File: src/rtl/sha_round_adder_pipe.sv
// sha_round_adder_pipe: pipelined SHA-2 round adder.
// Stage 1 reduces the a/e/schedule sums to carry-save pairs.
// Stage 2 resolves the pairs with a carry-propagate add.
// Optional macro SHA_ADDER_PIPE2_EN: when defined, the stage-2 output register
// is present (latency 2). When undefined, the outputs are the combinational
// CPA of stage 1 (latency 1).
module sha_round_adder_pipe #(
  parameter int W      = 32,
  parameter int ROUNDS = 64,
  localparam int RW    = $clog2(ROUNDS)
) (
  input  logic            i_clk,
  input  logic            i_rst,
  input  logic            i_valid,
  output logic            o_ready,
  input  logic            i_start,
  input  logic [W-1:0]    i_kt,
  input  logic [W-1:0]    i_ch,
  input  logic [W-1:0]    i_sum1,
  input  logic [W-1:0]    i_sum0,
  input  logic [W-1:0]    i_sigm1,
  input  logic [W-1:0]    i_sigm0,
  input  logic [W-1:0]    i_maj,
  input  logic [W-1:0]    i_d,
  input  logic [W-1:0]    i_h,
  input  logic [16*W-1:0] i_words,
  output logic            o_valid,
  input  logic            i_ready,
  output logic [W-1:0]    o_a,
  output logic [W-1:0]    o_d,
  output logic [W-1:0]    o_word,
  output logic [RW-1:0]   o_round,
  output logic            o_last
);

  // 3:2 compressor: returns {carry, sum}, carry pre-shifted into weight position
  function automatic logic [2*W-1:0] csa(input logic [W-1:0] x,
                                         input logic [W-1:0] y,
                                         input logic [W-1:0] z);
    logic [W-1:0] maj_bits;
    maj_bits = (x & y) | (x & z) | (y & z);
    return {maj_bits << 1, x ^ y ^ z};
  endfunction

  logic [W-1:0]   w15_s;
  logic [W-1:0]   w6_s;
  logic           unused_words_s;
  logic [2*W-1:0] com_s, dx_s, d1_s, d2_s;
  logic [2*W-1:0] ax_s, a1_s, a2_s, a3_s;
  logic [2*W-1:0] wx_s, w2_s;
  logic [RW-1:0]  tag_s;
  logic [RW-1:0]  rcnt_nxt_s;
  logic           en1_s;
  logic           accept_s;
  logic [W-1:0]   a_sum_s, d_sum_s, w_sum_s;
  logic           last1_s;

  logic           v1_r;
  logic [RW-1:0]  tag1_r;
  logic [RW-1:0]  rcnt_r;
  logic [2*W-1:0] a_pair_r, d_pair_r, w_pair_r;

  assign w15_s          = i_words[15*W +: W];
  assign w6_s           = i_words[6*W +: W];
  assign unused_words_s = ^i_words;

  // Carry-save trees; kt+ch+sum1 is shared between the a and e sums
  always_comb begin
    com_s = csa(i_kt, i_ch, i_sum1);
    dx_s  = csa(w15_s, i_h, i_d);
    d1_s  = csa(com_s[W-1:0], com_s[2*W-1:W], dx_s[W-1:0]);
    d2_s  = csa(d1_s[W-1:0], d1_s[2*W-1:W], dx_s[2*W-1:W]);
    ax_s  = csa(w15_s, i_h, i_maj);
    a1_s  = csa(com_s[W-1:0], com_s[2*W-1:W], ax_s[W-1:0]);
    a2_s  = csa(a1_s[W-1:0], a1_s[2*W-1:W], ax_s[2*W-1:W]);
    a3_s  = csa(a2_s[W-1:0], a2_s[2*W-1:W], i_sum0);
    wx_s  = csa(i_sigm1, w6_s, i_sigm0);
    w2_s  = csa(wx_s[W-1:0], wx_s[2*W-1:W], w15_s);
  end

  // Round tag: start forces 0, otherwise the running counter; next value wraps
  always_comb begin
    if (i_start) begin
      tag_s = {RW{1'b0}};
    end else begin
      tag_s = rcnt_r;
    end
    if (tag_s == RW'(ROUNDS-1)) begin
      rcnt_nxt_s = {RW{1'b0}};
    end else begin
      rcnt_nxt_s = tag_s + RW'(1);
    end
  end

  assign accept_s = i_valid && en1_s;
  assign o_ready  = en1_s;
  assign a_sum_s  = a_pair_r[W-1:0] + a_pair_r[2*W-1:W];
  assign d_sum_s  = d_pair_r[W-1:0] + d_pair_r[2*W-1:W];
  assign w_sum_s  = w_pair_r[W-1:0] + w_pair_r[2*W-1:W];
  assign last1_s  = (tag1_r == RW'(ROUNDS-1));

  // Stage 1: capture carry-save pairs, tag and valid; advance the round counter
  always_ff @(posedge i_clk) begin
    if (i_rst) begin
      v1_r     <= 1'b0;
      tag1_r   <= {RW{1'b0}};
      rcnt_r   <= {RW{1'b0}};
      a_pair_r <= {(2*W){1'b0}};
      d_pair_r <= {(2*W){1'b0}};
      w_pair_r <= {(2*W){1'b0}};
    end else begin
      if (accept_s) begin
        rcnt_r <= rcnt_nxt_s;
      end
      if (en1_s) begin
        v1_r <= i_valid;
        if (i_valid) begin
          tag1_r   <= tag_s;
          a_pair_r <= a3_s;
          d_pair_r <= d2_s;
          w_pair_r <= w2_s;
        end
      end
    end
  end

`ifdef SHA_ADDER_PIPE2_EN
  logic          en2_s;
  logic          v2_r;
  logic          last_out_r;
  logic [RW-1:0] round_out_r;
  logic [W-1:0]  a_out_r, d_out_r, word_out_r;

  assign en2_s = !v2_r || i_ready;
  assign en1_s = !v1_r || en2_s;

  // Stage 2: registered CPA results; holds while the consumer stalls
  always_ff @(posedge i_clk) begin
    if (i_rst) begin
      v2_r        <= 1'b0;
      last_out_r  <= 1'b0;
      round_out_r <= {RW{1'b0}};
      a_out_r     <= {W{1'b0}};
      d_out_r     <= {W{1'b0}};
      word_out_r  <= {W{1'b0}};
    end else if (en2_s) begin
      v2_r       <= v1_r;
      last_out_r <= v1_r && last1_s;
      if (v1_r) begin
        round_out_r <= tag1_r;
        a_out_r     <= a_sum_s;
        d_out_r     <= d_sum_s;
        word_out_r  <= w_sum_s;
      end
    end
  end

  assign o_valid = v2_r;
  assign o_round = round_out_r;
  assign o_last  = last_out_r;
  assign o_a     = a_out_r;
  assign o_d     = d_out_r;
  assign o_word  = word_out_r;
`else
  assign en1_s   = !v1_r || i_ready;
  assign o_valid = v1_r;
  assign o_round = tag1_r;
  assign o_last  = v1_r && last1_s;
  assign o_a     = a_sum_s;
  assign o_d     = d_sum_s;
  assign o_word  = w_sum_s;
`endif

endmodule
File: config.mk
export PLATFORM = sky130hd
export DESIGN_NAME = sha_round_adder_pipe
export DESIGN_NICKNAME = d
export VERILOG_FILES = /design/src/rtl/sha_round_adder_pipe.sv
export SDC_FILE = /design/constraint.sdc
export NUM_CORES = 1
export LEC_CHECK = 0
export ABC_AREA = 1
export BUFFER_PORTS_ARGS = -buffer_cell sky130_fd_sc_hd__buf_2
export CORE_AREA = 2 2 355 357
export DETAILED_ROUTE_END_ITERATION = 8
export DIE_AREA = 0 0 357 359
export SLEW_MARGIN = 20
export SYNTH_ARGS = -nofsm -noshare
export SYNTH_HDL_FRONTEND = slang
export SYNTH_SLANG_ARGS = --single-unit
File: constraint.sdc
create_clock -name i_clk -period 3.35 [get_ports i_clk]
set_input_delay 0.67 -clock i_clk [delete_from_list [all_inputs] [get_ports i_clk]]
set_output_delay 0.67 -clock i_clk [all_outputs]
set_load 0.1 [all_outputs]
==> impl_results.html, run 1 <==
<table>
<tr><th>Metric</th><th>Value</th></tr>
<tr><th colspan="2">Setup path</th></tr>
<tr><td>WP data required</td><td>2.68 ns</td></tr>
<tr><td>Endpoint type of the worst setup path</td><td>output pin</td></tr>
<tr><td>Data arrival at the endpoint of the critical path</td><td>roughly 2.6 ns</td></tr>
<tr><td>Worst Setup Start Kind</td><td>flip-flop</td></tr>
<tr><td>Max Fanout on Critical Path</td><td>6</td></tr>
<tr><td>Kind of critical path</td><td>reg2out</td></tr>
<tr><td>Register-to-Register Setup Slack</td><td>1.30 ns</td></tr>
<tr><th colspan="2">Timing</th></tr>
<tr><td>Setup WS post-layout</td><td>0.0835 ns</td></tr>
<tr><td>Setup repair after global routing missed its margin</td><td>yes</td></tr>
<tr><td>Worst Tran Pin Value</td><td>0.697 ns</td></tr>
<tr><td>Hold Fails Final Rpt</td><td>0</td></tr>
<tr><td>Final setup violation count</td><td>0</td></tr>
<tr><td>Worst slew slack as a fraction of its limit</td><td>53.6%</td></tr>
<tr><td>Max Clk Rate</td><td>306 MHz</td></tr>
<tr><td>Share of the clock period used by the worst path after layout</td><td>between 90% and 100%</td></tr>
<tr><td>Post-Route Skew</td><td>~0.022 ns</td></tr>
<tr><td>Final number of max-transition violations</td><td>0</td></tr>
<tr><td>Setup TNS Final</td><td>0 ns</td></tr>
<tr><td>WHS</td><td>0.441 ns</td></tr>
<tr><td>Clock period minus final worst setup slack</td><td>3.27 ns</td></tr>
<tr><th colspan="2">Final layout</th></tr>
<tr><td>Layout Nets</td><td>4,423</td></tr>
<tr><td>Most common library cell in the layout ignoring fill and taps</td><td>nand2_1</td></tr>
<tr><td>Fraction of the core area covered by cells at the end of the flow</td><td>22.2%</td></tr>
<tr><td>Highest-count cells in the layout ignoring fill and taps</td><td>598 x nand2_1, 460 x nor2_1, 385 x buf_2, 335 x inv_1, 303 x fa_1</td></tr>
<tr><td>Layout cells sized above 1</td><td>25.5%</td></tr>
<tr><td>Post-route insts no fill</td><td>4,892</td></tr>
<tr><td>Final instance area</td><td>27,700 um2</td></tr>
<tr><td>Growth of design area from synthesis to finish</td><td>34.9%</td></tr>
<tr><td>Filler Cells Inserted</td><td>14,100</td></tr>
<tr><th colspan="2">Yosys</th></tr>
<tr><td>Post-synthesis net count</td><td>3,901</td></tr>
<tr><td>Post-Synthesis Cells</td><td>approximately 2,700</td></tr>
<tr><td>Syn Std Cell Area</td><td>slightly above 20,000 um2</td></tr>
<tr><td>Synthesized flop and latch total</td><td>201</td></tr>
<tr><td>Sequential-to-total area share from yosys stat</td><td>19.6%</td></tr>
<tr><td>Unique masters post-synth</td><td>34</td></tr>
<tr><td>Average size of a mapped cell</td><td>roughly 7.6 um2</td></tr>
<tr><td>Synth warn</td><td>0</td></tr>
<tr><th colspan="2">Routing</th></tr>
<tr><td>Total via count in the routed design</td><td>19,400</td></tr>
<tr><td>Number of routed nets with antenna violations</td><td>0</td></tr>
<tr><td>Residual DRC</td><td>0</td></tr>
<tr><td>Number of search-and-repair iterations in the first detailed-routing pass</td><td>5</td></tr>
<tr><td>Iteration-0 DRC count of the detailed router</td><td>957</td></tr>
<tr><td>Final wirelength</td><td>95,400 um</td></tr>
<tr><td>Wire length per cell after detailed routing</td><td>19.5 um</td></tr>
<tr><td>DR vias/cell</td><td>3.96</td></tr>
<tr><th colspan="2">Power</th></tr>
<tr><td>LEAKAGE</td><td>13.3 nW</td></tr>
<tr><td>Power per Cell Area</td><td>623 nW/um2</td></tr>
<tr><td>Maximum resistive drop on vdd</td><td>around 0.00078 V</td></tr>
<tr><td>Final total power</td><td>17.3 mW</td></tr>
<tr><th colspan="2">Place</th></tr>
<tr><td>Cell Count Post-Placement</td><td>4,833</td></tr>
<tr><td>Number of I/O port buffers</td><td>461</td></tr>
<tr><td>Area of placed instances</td><td>26,000 um2</td></tr>
<tr><td>Final weighted congestion in routability-driven placement</td><td>roughly 0.94</td></tr>
<tr><td>Hpwl dp</td><td>85,400 um</td></tr>
<tr><td>Worst setup timing slack at the placement stage</td><td>-0.142 ns</td></tr>
<tr><th colspan="2">Die</th></tr>
<tr><td>Core region area</td><td>125,000 um2</td></tr>
<tr><td>Starting utilization of the core area</td><td>16.5%</td></tr>
<tr><td># IOs</td><td>910</td></tr>
<tr><td>Die area</td><td>128,000 um2</td></tr>
<tr><td>Die width</td><td>357 um</td></tr>
<tr><td>Vert. Die Dim</td><td>roughly 360 um</td></tr>
<tr><td>Site row count</td><td>130</td></tr>
<tr><th colspan="2">GRT</th></tr>
<tr><td>Vias in the first global route</td><td>around 20,000</td></tr>
<tr><td>Maximum number of pins on one net before global-route repair</td><td>70</td></tr>
<tr><td>Total Routing Usage GR</td><td>~15%</td></tr>
<tr><td>First-pass GRT wire length</td><td>136,000 um</td></tr>
<tr><td>Antenna violations before repair</td><td>21</td></tr>
<tr><td>Remaining global-route overflow</td><td>0</td></tr>
<tr><th colspan="2">Job</th></tr>
<tr><td>Max-cap violation count</td><td>0</td></tr>
<tr><th colspan="2">Clock network</th></tr>
<tr><td>Clock tree from TritonCTS</td><td>built</td></tr>
<tr><td>Maximum buffer depth of the clock tree</td><td>3</td></tr>
<tr><td>Clock buffer count from CTS</td><td>26</td></tr>
<tr><td>Clock Tree Root</td><td>clkbuf_16</td></tr>
<tr><td>Clock transition at the registers of the reported paths</td><td>0.07 ns</td></tr>
<tr><td>Level count of the clock H-tree</td><td>1</td></tr>
<tr><td>Number of hold buffers added after CTS</td><td>0</td></tr>
<tr><td>Clock latency on the worst-skew pair</td><td>0.57 ns</td></tr>
<tr><td>Sink count of the clock tree</td><td>201</td></tr>
<tr><th colspan="2">Outcome</th></tr>
<tr><td>Outcome</td><td>finished, final reports clean</td></tr>
<tr><th colspan="2">Min path</th></tr>
<tr><td>Hold Crit Class</td><td>in2reg</td></tr>
</table>
==> where the power goes <==
group	internal [mW]	switching [mW]
Clock	1.67	1.19
Sequential	2.74	0.246
Combinational	3.57	7.84
Total	7.98	9.27
==> layer usage <==
| layer | vias to the layer above | GRT usage [%] | wire (um) |
|---|---|---|---|
| li1 | 9351 | - | - |
| met1 | 9384 | 19.9 | 43900 |
| met2 | 517 | 24.6 | 44200 |
| met3 | 95 | 2.64 | 5200 |
| met4 | 6 | 2.78 | 2040 |
| met5 | - | 0 | 38 |
==> worst max-delay path, stage by stage, from the launching register on <==
cell and delay, ns:
dfxtp_1 0.36, ha_2 0.33, or2_1 0.26, and2_4 0.19, xor2_1 0.36, buf_2 0.51
==> path summary, 6_finish.rpt <==
check	start	to	cells past startpoint
max	a_pair_r[3]$_SDFFE_PP0P_	o_a[4]	5
min	i_rst	rcnt_r[5]$_SDFFE_PP0P_	2
max reg2reg	o_valid$_SDFFE_PP0N_	d_pair_r[53]$_SDFFE_PP0P_	6
min reg2reg	rcnt_r[5]$_SDFFE_PP0P_	rcnt_r[5]$_SDFFE_PP0P_	2
==> cell usage after synthesis, drive strengths merged <==
cell type  count  share of area, %
clkbuf        40              0.73
nor2         493               9.4
fa           306                30
o21bai        16              0.59
a21oi         75               1.8
xor2          46               2.0
dfxtp        201                20
inv          349               6.4
or2            3             0.091
ha            95               5.8
nor3          12              0.57
nand3         98               2.5
and2          20              0.65
nand4         29              0.88
a21o           3              0.11
nand2        664                13
o21ai        199               4.9
buf           29              0.79
o21a           1             0.037
nand3b         3              0.11
a31oi          2             0.061
xnor2         11              0.47
==> flip-flops by register name (all words and copies together), names as in the netlist <==
name,flops
rcnt_r,6
o_valid,1
w_pair_r,63
a_pair_r,63
d_pair_r,62
o_round,6
==> layout make-up <==
| cell class | count | area [um2] | area share (%) |
|---|---|---|---|
| multi-input cells | 2076 | 15500 | 55.8 |
| flip-flops and latches | 201 | 4030 | 14.5 |
| clock inverters | 10 | 123 | 0.443 |
| repair buffers | 563 | 3960 | 14.3 |
| well taps | 1650 | 2060 | 7.45 |
| inverters | 349 | 1320 | 4.77 |
| clock buffers | 36 | 728 | 2.63 |
| diodes | 7 | 17.5 | 0.0633 |
==> kinds of logic after synthesis <==
logic type | count (synthesis) | synth area share [%]
XOR/XNOR | 57 | 2.43
flip-flops | 201 | 19.6
AO/OA/AOI/OAI | 296 | 7.47
adder cells (fa/ha/maj) | 401 | 35.6
buffers and inverters | 418 | 7.91
AND/OR/NAND/NOR | 1322 | 26.9
==> what timing repair did <==
action / CTS / global route
setup buffers: 5 / 1
setup endpoints to repair: 65 / 64
cloned: 0 / 0
gates resized for setup: 91 / 131
pin swaps: 7 / 10
Power figures use the tool's default switching activity.
==> inputs of run 2 (changes only) <==
--- a/config.mk
+++ b/config.mk
@@ -5,11 +5,10 @@
 export SDC_FILE = /design/constraint.sdc
 export NUM_CORES = 1
 export LEC_CHECK = 0
-export ABC_AREA = 1
 export BUFFER_PORTS_ARGS = -buffer_cell sky130_fd_sc_hd__buf_2
-export CORE_AREA = 2 2 355 357
+export CORE_AREA = 2 2 352 354
 export DETAILED_ROUTE_END_ITERATION = 8
-export DIE_AREA = 0 0 357 359
+export DIE_AREA = 0 0 354 356
 export SLEW_MARGIN = 20
 export SYNTH_ARGS = -nofsm -noshare
 export SYNTH_HDL_FRONTEND = slang
==> impl_results.html, run 2 <==
<table>
<tr><th>Metric</th><th>Value</th></tr>
<tr><th colspan="2">Outcome</th></tr>
<tr><td>Outcome</td><td>finished, violations left</td></tr>
<tr><td>Violated checks</td><td>negative setup slack</td></tr>
<tr><th colspan="2">Clock network</th></tr>
<tr><td>Clock latency on the worst-skew pair</td><td>0.59 ns (+0.02 ns)</td></tr>
<tr><td>Maximum buffer depth of the clock tree</td><td>3 (unchanged)</td></tr>
<tr><td>Level count of the clock H-tree</td><td>1 (unchanged)</td></tr>
<tr><td>Clock transition at the registers of the reported paths</td><td>0.06 ns (about the same)</td></tr>
<tr><td>Clock tree from TritonCTS</td><td>built</td></tr>
<tr><td>Clock buffer count from CTS</td><td>27 (+3.8%)</td></tr>
<tr><td>Clock Tree Root</td><td>clkbuf_16</td></tr>
<tr><td>Sink count of the clock tree</td><td>201 (unchanged)</td></tr>
<tr><th colspan="2">Timing</th></tr>
<tr><td>Setup WS post-layout</td><td>-0.857 ns (-0.941 ns)</td></tr>
<tr><td>Worst slew slack as a fraction of its limit</td><td>25.3% (-28 points)</td></tr>
<tr><td>Share of the clock period used by the worst path after layout</td><td>126% (+28 points)</td></tr>
<tr><td>Final number of max-transition violations</td><td>0 (unchanged)</td></tr>
<tr><td>Clock period minus final worst setup slack</td><td>4.21 ns (+0.941 ns)</td></tr>
<tr><td>Max Clk Rate</td><td>238 MHz (-22%)</td></tr>
<tr><td>Final setup violation count</td><td>64 (+64)</td></tr>
<tr><td>Setup repair after global routing missed its margin</td><td>yes</td></tr>
<tr><td>Worst Tran Pin Value</td><td>1.11 ns (+0.415 ns)</td></tr>
<tr><td>Hold Fails Final Rpt</td><td>0 (unchanged)</td></tr>
<tr><td>Setup TNS Final</td><td>-32.01 ns (-32.01 ns)</td></tr>
<tr><td>Post-Route Skew</td><td>0.0314 ns (+0.00953 ns)</td></tr>
<tr><td>WHS</td><td>0.387 ns (-0.0533 ns)</td></tr>
<tr><th colspan="2">Yosys</th></tr>
<tr><td>Post-Synthesis Cells</td><td>1,869 (-31%)</td></tr>
<tr><td>Yosys top cell area share</td><td>34.2% (+4.4 points)</td></tr>
<tr><td>Top flip-flop cell by instance count after synthesis</td><td>dfxtp_1</td></tr>
<tr><td>Most numerous cell types in the synthesized netlist</td><td>428 x nand2_1, 306 x fa_1, 265 x a21oi_1</td></tr>
<tr><td>Most frequent cell after synthesis</td><td>nand2_1</td></tr>
<tr><td>Unique masters post-synth</td><td>66 (+94%)</td></tr>
<tr><td>Sequential-to-total area share from yosys stat</td><td>22.5% (+2.9 points)</td></tr>
<tr><td>Async set-reset flop share out of synthesis</td><td>0% (unchanged)</td></tr>
<tr><td>Average size of a mapped cell</td><td>9.58 um2 (+26%)</td></tr>
<tr><td>Synth warn</td><td>0 (unchanged)</td></tr>
<tr><td>Syn Std Cell Area</td><td>17,900 um2 (-13%)</td></tr>
<tr><td>Post-synthesis net count</td><td>3,075 (-21%)</td></tr>
<tr><td>Synthesized flop and latch total</td><td>201 (unchanged)</td></tr>
<tr><td>EDFF count, synth</td><td>0 (unchanged)</td></tr>
<tr><td>Yosys top cell by area</td><td>fa_1</td></tr>
<tr><td>Dominant cells by area after synthesis</td><td>fa_1 34%, dfxtp_1 22%, nand2_1 9.0%, a21oi_1 7.4%, ha_1 6.6%</td></tr>
<tr><th colspan="2">Routing</th></tr>
<tr><td>DR vias/cell</td><td>3.91 (-1.1%)</td></tr>
<tr><td>Total via count in the routed design</td><td>16,400 (-15%)</td></tr>
<tr><td>Iteration-0 DRC count of the detailed router</td><td>824 (-14%)</td></tr>
<tr><td>Final wirelength</td><td>83,500 um (-13%)</td></tr>
<tr><td>Number of routed nets with antenna violations</td><td>0 (unchanged)</td></tr>
<tr><td>Number of search-and-repair iterations in the first detailed-routing pass</td><td>7 (+2)</td></tr>
<tr><td>Wire length per cell after detailed routing</td><td>19.9 um (+1.8%)</td></tr>
<tr><td>Residual DRC</td><td>0 (unchanged)</td></tr>
<tr><th colspan="2">Place</th></tr>
<tr><td>Final weighted congestion in routability-driven placement</td><td>0.912 (-3.0%)</td></tr>
<tr><td>Cell Count Post-Placement</td><td>4,095 (-15%)</td></tr>
<tr><td>Hpwl dp</td><td>71,900 um (-16%)</td></tr>
<tr><td>Number of I/O port buffers</td><td>461 (unchanged)</td></tr>
<tr><td>Worst setup timing slack at the placement stage</td><td>-0.761 ns (-0.619 ns)</td></tr>
<tr><th colspan="2">GRT</th></tr>
<tr><td>First-pass GRT wire length</td><td>118,000 um (-13%)</td></tr>
<tr><td>Global-route track usage on met2</td><td>21.8% (-2.8 points)</td></tr>
<tr><td>Remaining global-route overflow</td><td>0 (unchanged)</td></tr>
<tr><td>Met1 routing resource usage after global routing</td><td>16.1% (-3.9 points)</td></tr>
<tr><td>Antenna violations before repair</td><td>35 (+67%)</td></tr>
<tr><td>Maximum number of pins on one net before global-route repair</td><td>93 (+33%)</td></tr>
<tr><td>Vias in the first global route</td><td>17,400 (-13%)</td></tr>
<tr><td>Layer carrying the most global-route usage</td><td>met2</td></tr>
<tr><td>Total Routing Usage GR</td><td>13.0% (-1.8 points)</td></tr>
<tr><td>Met3 layer usage reported by global route</td><td>3.97% (+1.3 points)</td></tr>
<tr><th colspan="2">Power</th></tr>
<tr><td>Final total power</td><td>18.5 mW (+7.0%)</td></tr>
<tr><td>Maximum resistive drop on vdd</td><td>0.000939 V (+21%)</td></tr>
<tr><td>LEAKAGE</td><td>12.1 nW (-9.3%)</td></tr>
<tr><td>Power per Cell Area</td><td>647 nW/um2 (+3.8%)</td></tr>
<tr><th colspan="2">Die</th></tr>
<tr><td>Die width</td><td>354 um (-0.84%)</td></tr>
<tr><td>Site row count</td><td>129 (-0.77%)</td></tr>
<tr><td>Die area</td><td>126,000 um2 (-1.7%)</td></tr>
<tr><td>Core region area</td><td>123,000 um2 (-1.5%)</td></tr>
<tr><td>Vert. Die Dim</td><td>356 um (-0.84%)</td></tr>
<tr><td>Starting utilization of the core area</td><td>14.6% (-1.9 points)</td></tr>
<tr><td># IOs</td><td>910 (unchanged)</td></tr>
<tr><th colspan="2">Min path</th></tr>
<tr><td>Hold Path Cell Cnt</td><td>3 (+1)</td></tr>
<tr><td>Hold Crit Class</td><td>in2reg</td></tr>
<tr><td>Worst hold start</td><td>i_valid</td></tr>
<tr><th colspan="2">Setup path</th></tr>
<tr><td>Cell with the largest stage delay on the worst path</td><td>fa_2</td></tr>
<tr><td>Origin of the worst setup path</td><td>a_pair_r[33]$_SDFFE_PP0P_</td></tr>
<tr><td>Register-to-Register Setup Slack</td><td>1.54 ns (+0.24 ns)</td></tr>
<tr><td>Largest stage delay, worst path</td><td>0.40 ns (-0.11 ns)</td></tr>
<tr><td>Launching point of the worst reg2reg path</td><td>o_valid$_SDFFE_PP0N_</td></tr>
<tr><td>WP buf/inv</td><td>2 (+1)</td></tr>
<tr><td>WP data required</td><td>2.68 ns (about the same)</td></tr>
<tr><td>Kind of critical path</td><td>reg2out</td></tr>
<tr><td>Worst Setup Start Kind</td><td>flip-flop</td></tr>
<tr><td>Cells on worst reg2reg path</td><td>6 (unchanged)</td></tr>
<tr><td>Levels on crit path</td><td>12 (+7)</td></tr>
<tr><td>Family with the most delay on the worst path</td><td>compound AO/OA/AOI/OAI gates</td></tr>
<tr><td>Data arrival at the endpoint of the critical path</td><td>3.54 ns (+0.94 ns)</td></tr>
<tr><td>Cell chain of the critical path</td><td>ha_4 &gt; fa_2 &gt; a211oi_4 &gt; o21ai_4 &gt; a211o_4 &gt; a21oi_4 &gt; buf_12 &gt; or3_4 &gt; o21ai_4 &gt; o41ai_4 &gt; xnor2_4 &gt; buf_12</td></tr>
<tr><td>Endpoint type of the worst setup path</td><td>output pin</td></tr>
<tr><td>Max Fanout on Critical Path</td><td>3 (-3)</td></tr>
<tr><th colspan="2">Final layout</th></tr>
<tr><td>Most common library cell in the layout ignoring fill and taps</td><td>nand2_1</td></tr>
<tr><td>Highest-count cells in the layout ignoring fill and taps</td><td>419 x nand2_1, 383 x buf_2, 303 x fa_1, 232 x a21oi_1, 196 x buf_4</td></tr>
<tr><td>Regs by FF count</td><td>a_pair_r: 63 flops, w_pair_r: 63 flops, d_pair_r: 62 flops</td></tr>
<tr><td>Post-route insts no fill</td><td>4,205 (-14%)</td></tr>
<tr><td>Layout cells sized above 1</td><td>40.5% (+15 points)</td></tr>
<tr><td>Growth of design area from synthesis to finish</td><td>59.4%</td></tr>
<tr><td>Layout Nets</td><td>3,746 (-15%)</td></tr>
<tr><th colspan="2">Job</th></tr>
<tr><td>Max-cap violation count</td><td>0 (unchanged)</td></tr>
</table>
-- run 2: area by class of cell --
type	instances	area, um2
Clock inverter	12	135
Fill cell	13300	94100
Antenna cell	8	20.0
Inverter	44	165
Timing Repair Buffer	722	5770
Sequential cell	201	4070
Tap cell	1637	2050
Clock buffer	37	753
Multi-Input combinational cell	1544	15600
-- run 2: timing repair --
item / 4_1_cts / 5_1_grt
hold endpoints to repair: 0 / 0
pin swaps: 139 / 103
endpoints found under the setup margin: 72 / 72
gates resized for setup: 234 / 88
setup buffers: 40 / 34
hold buffers: 0 / 0
cloned: 0 / 0
-- run 2: through the flow --
step / util, % / cell area (um2)
detailed placement: 20.9 / 25700
CTS: 22.8 / 28000
finish: 23.3 / 28500
floorplan: - / 18800
global route: 23.3 / 28500
global placement: 20.9 / 25700
-- run 2: final timing paths --
check,to
min,o_valid$_SDFFE_PP0N_
max,o_a[29]
min reg2reg,d_pair_r[0]$_SDFFE_PP0P_
max reg2reg,a_pair_r[22]$_SDFFE_PP0P_
-- run 2: cell families after synthesis --
kind of cell             share of synthesized area [%]
AND/OR/NAND/NOR                                   13.7
AO/OA/AOI/OAI                                     15.7
adder cells (fa/ha/maj)                           40.9
flip-flops                                        22.5
buffers and inverters                             2.68
XOR/XNOR                                          4.55
multiplexers                                    0.0559
-- run 2: routing by layer --
metal  share of wire, %  routed length [um]
met5               0.15                 126
met4                3.5                2960
met3                8.2                6810
met2                 47               38900
met1                 42               34700
-- run 2: tightest hold or removal path: cells and delay by family --
kind,cells,cell delay [ns]
buf+inv,2,0.18
compound gates,1,0.05
-- run 2: power by group --
| group | total [mW] | switching, mW | internal, mW |
|---|---|---|---|
| clock | 2.98 | 1.24 | 1.73 |
| combinational | 12.4 | 7.74 | 4.66 |
| sequential | 3.08 | 0.273 | 2.81 |
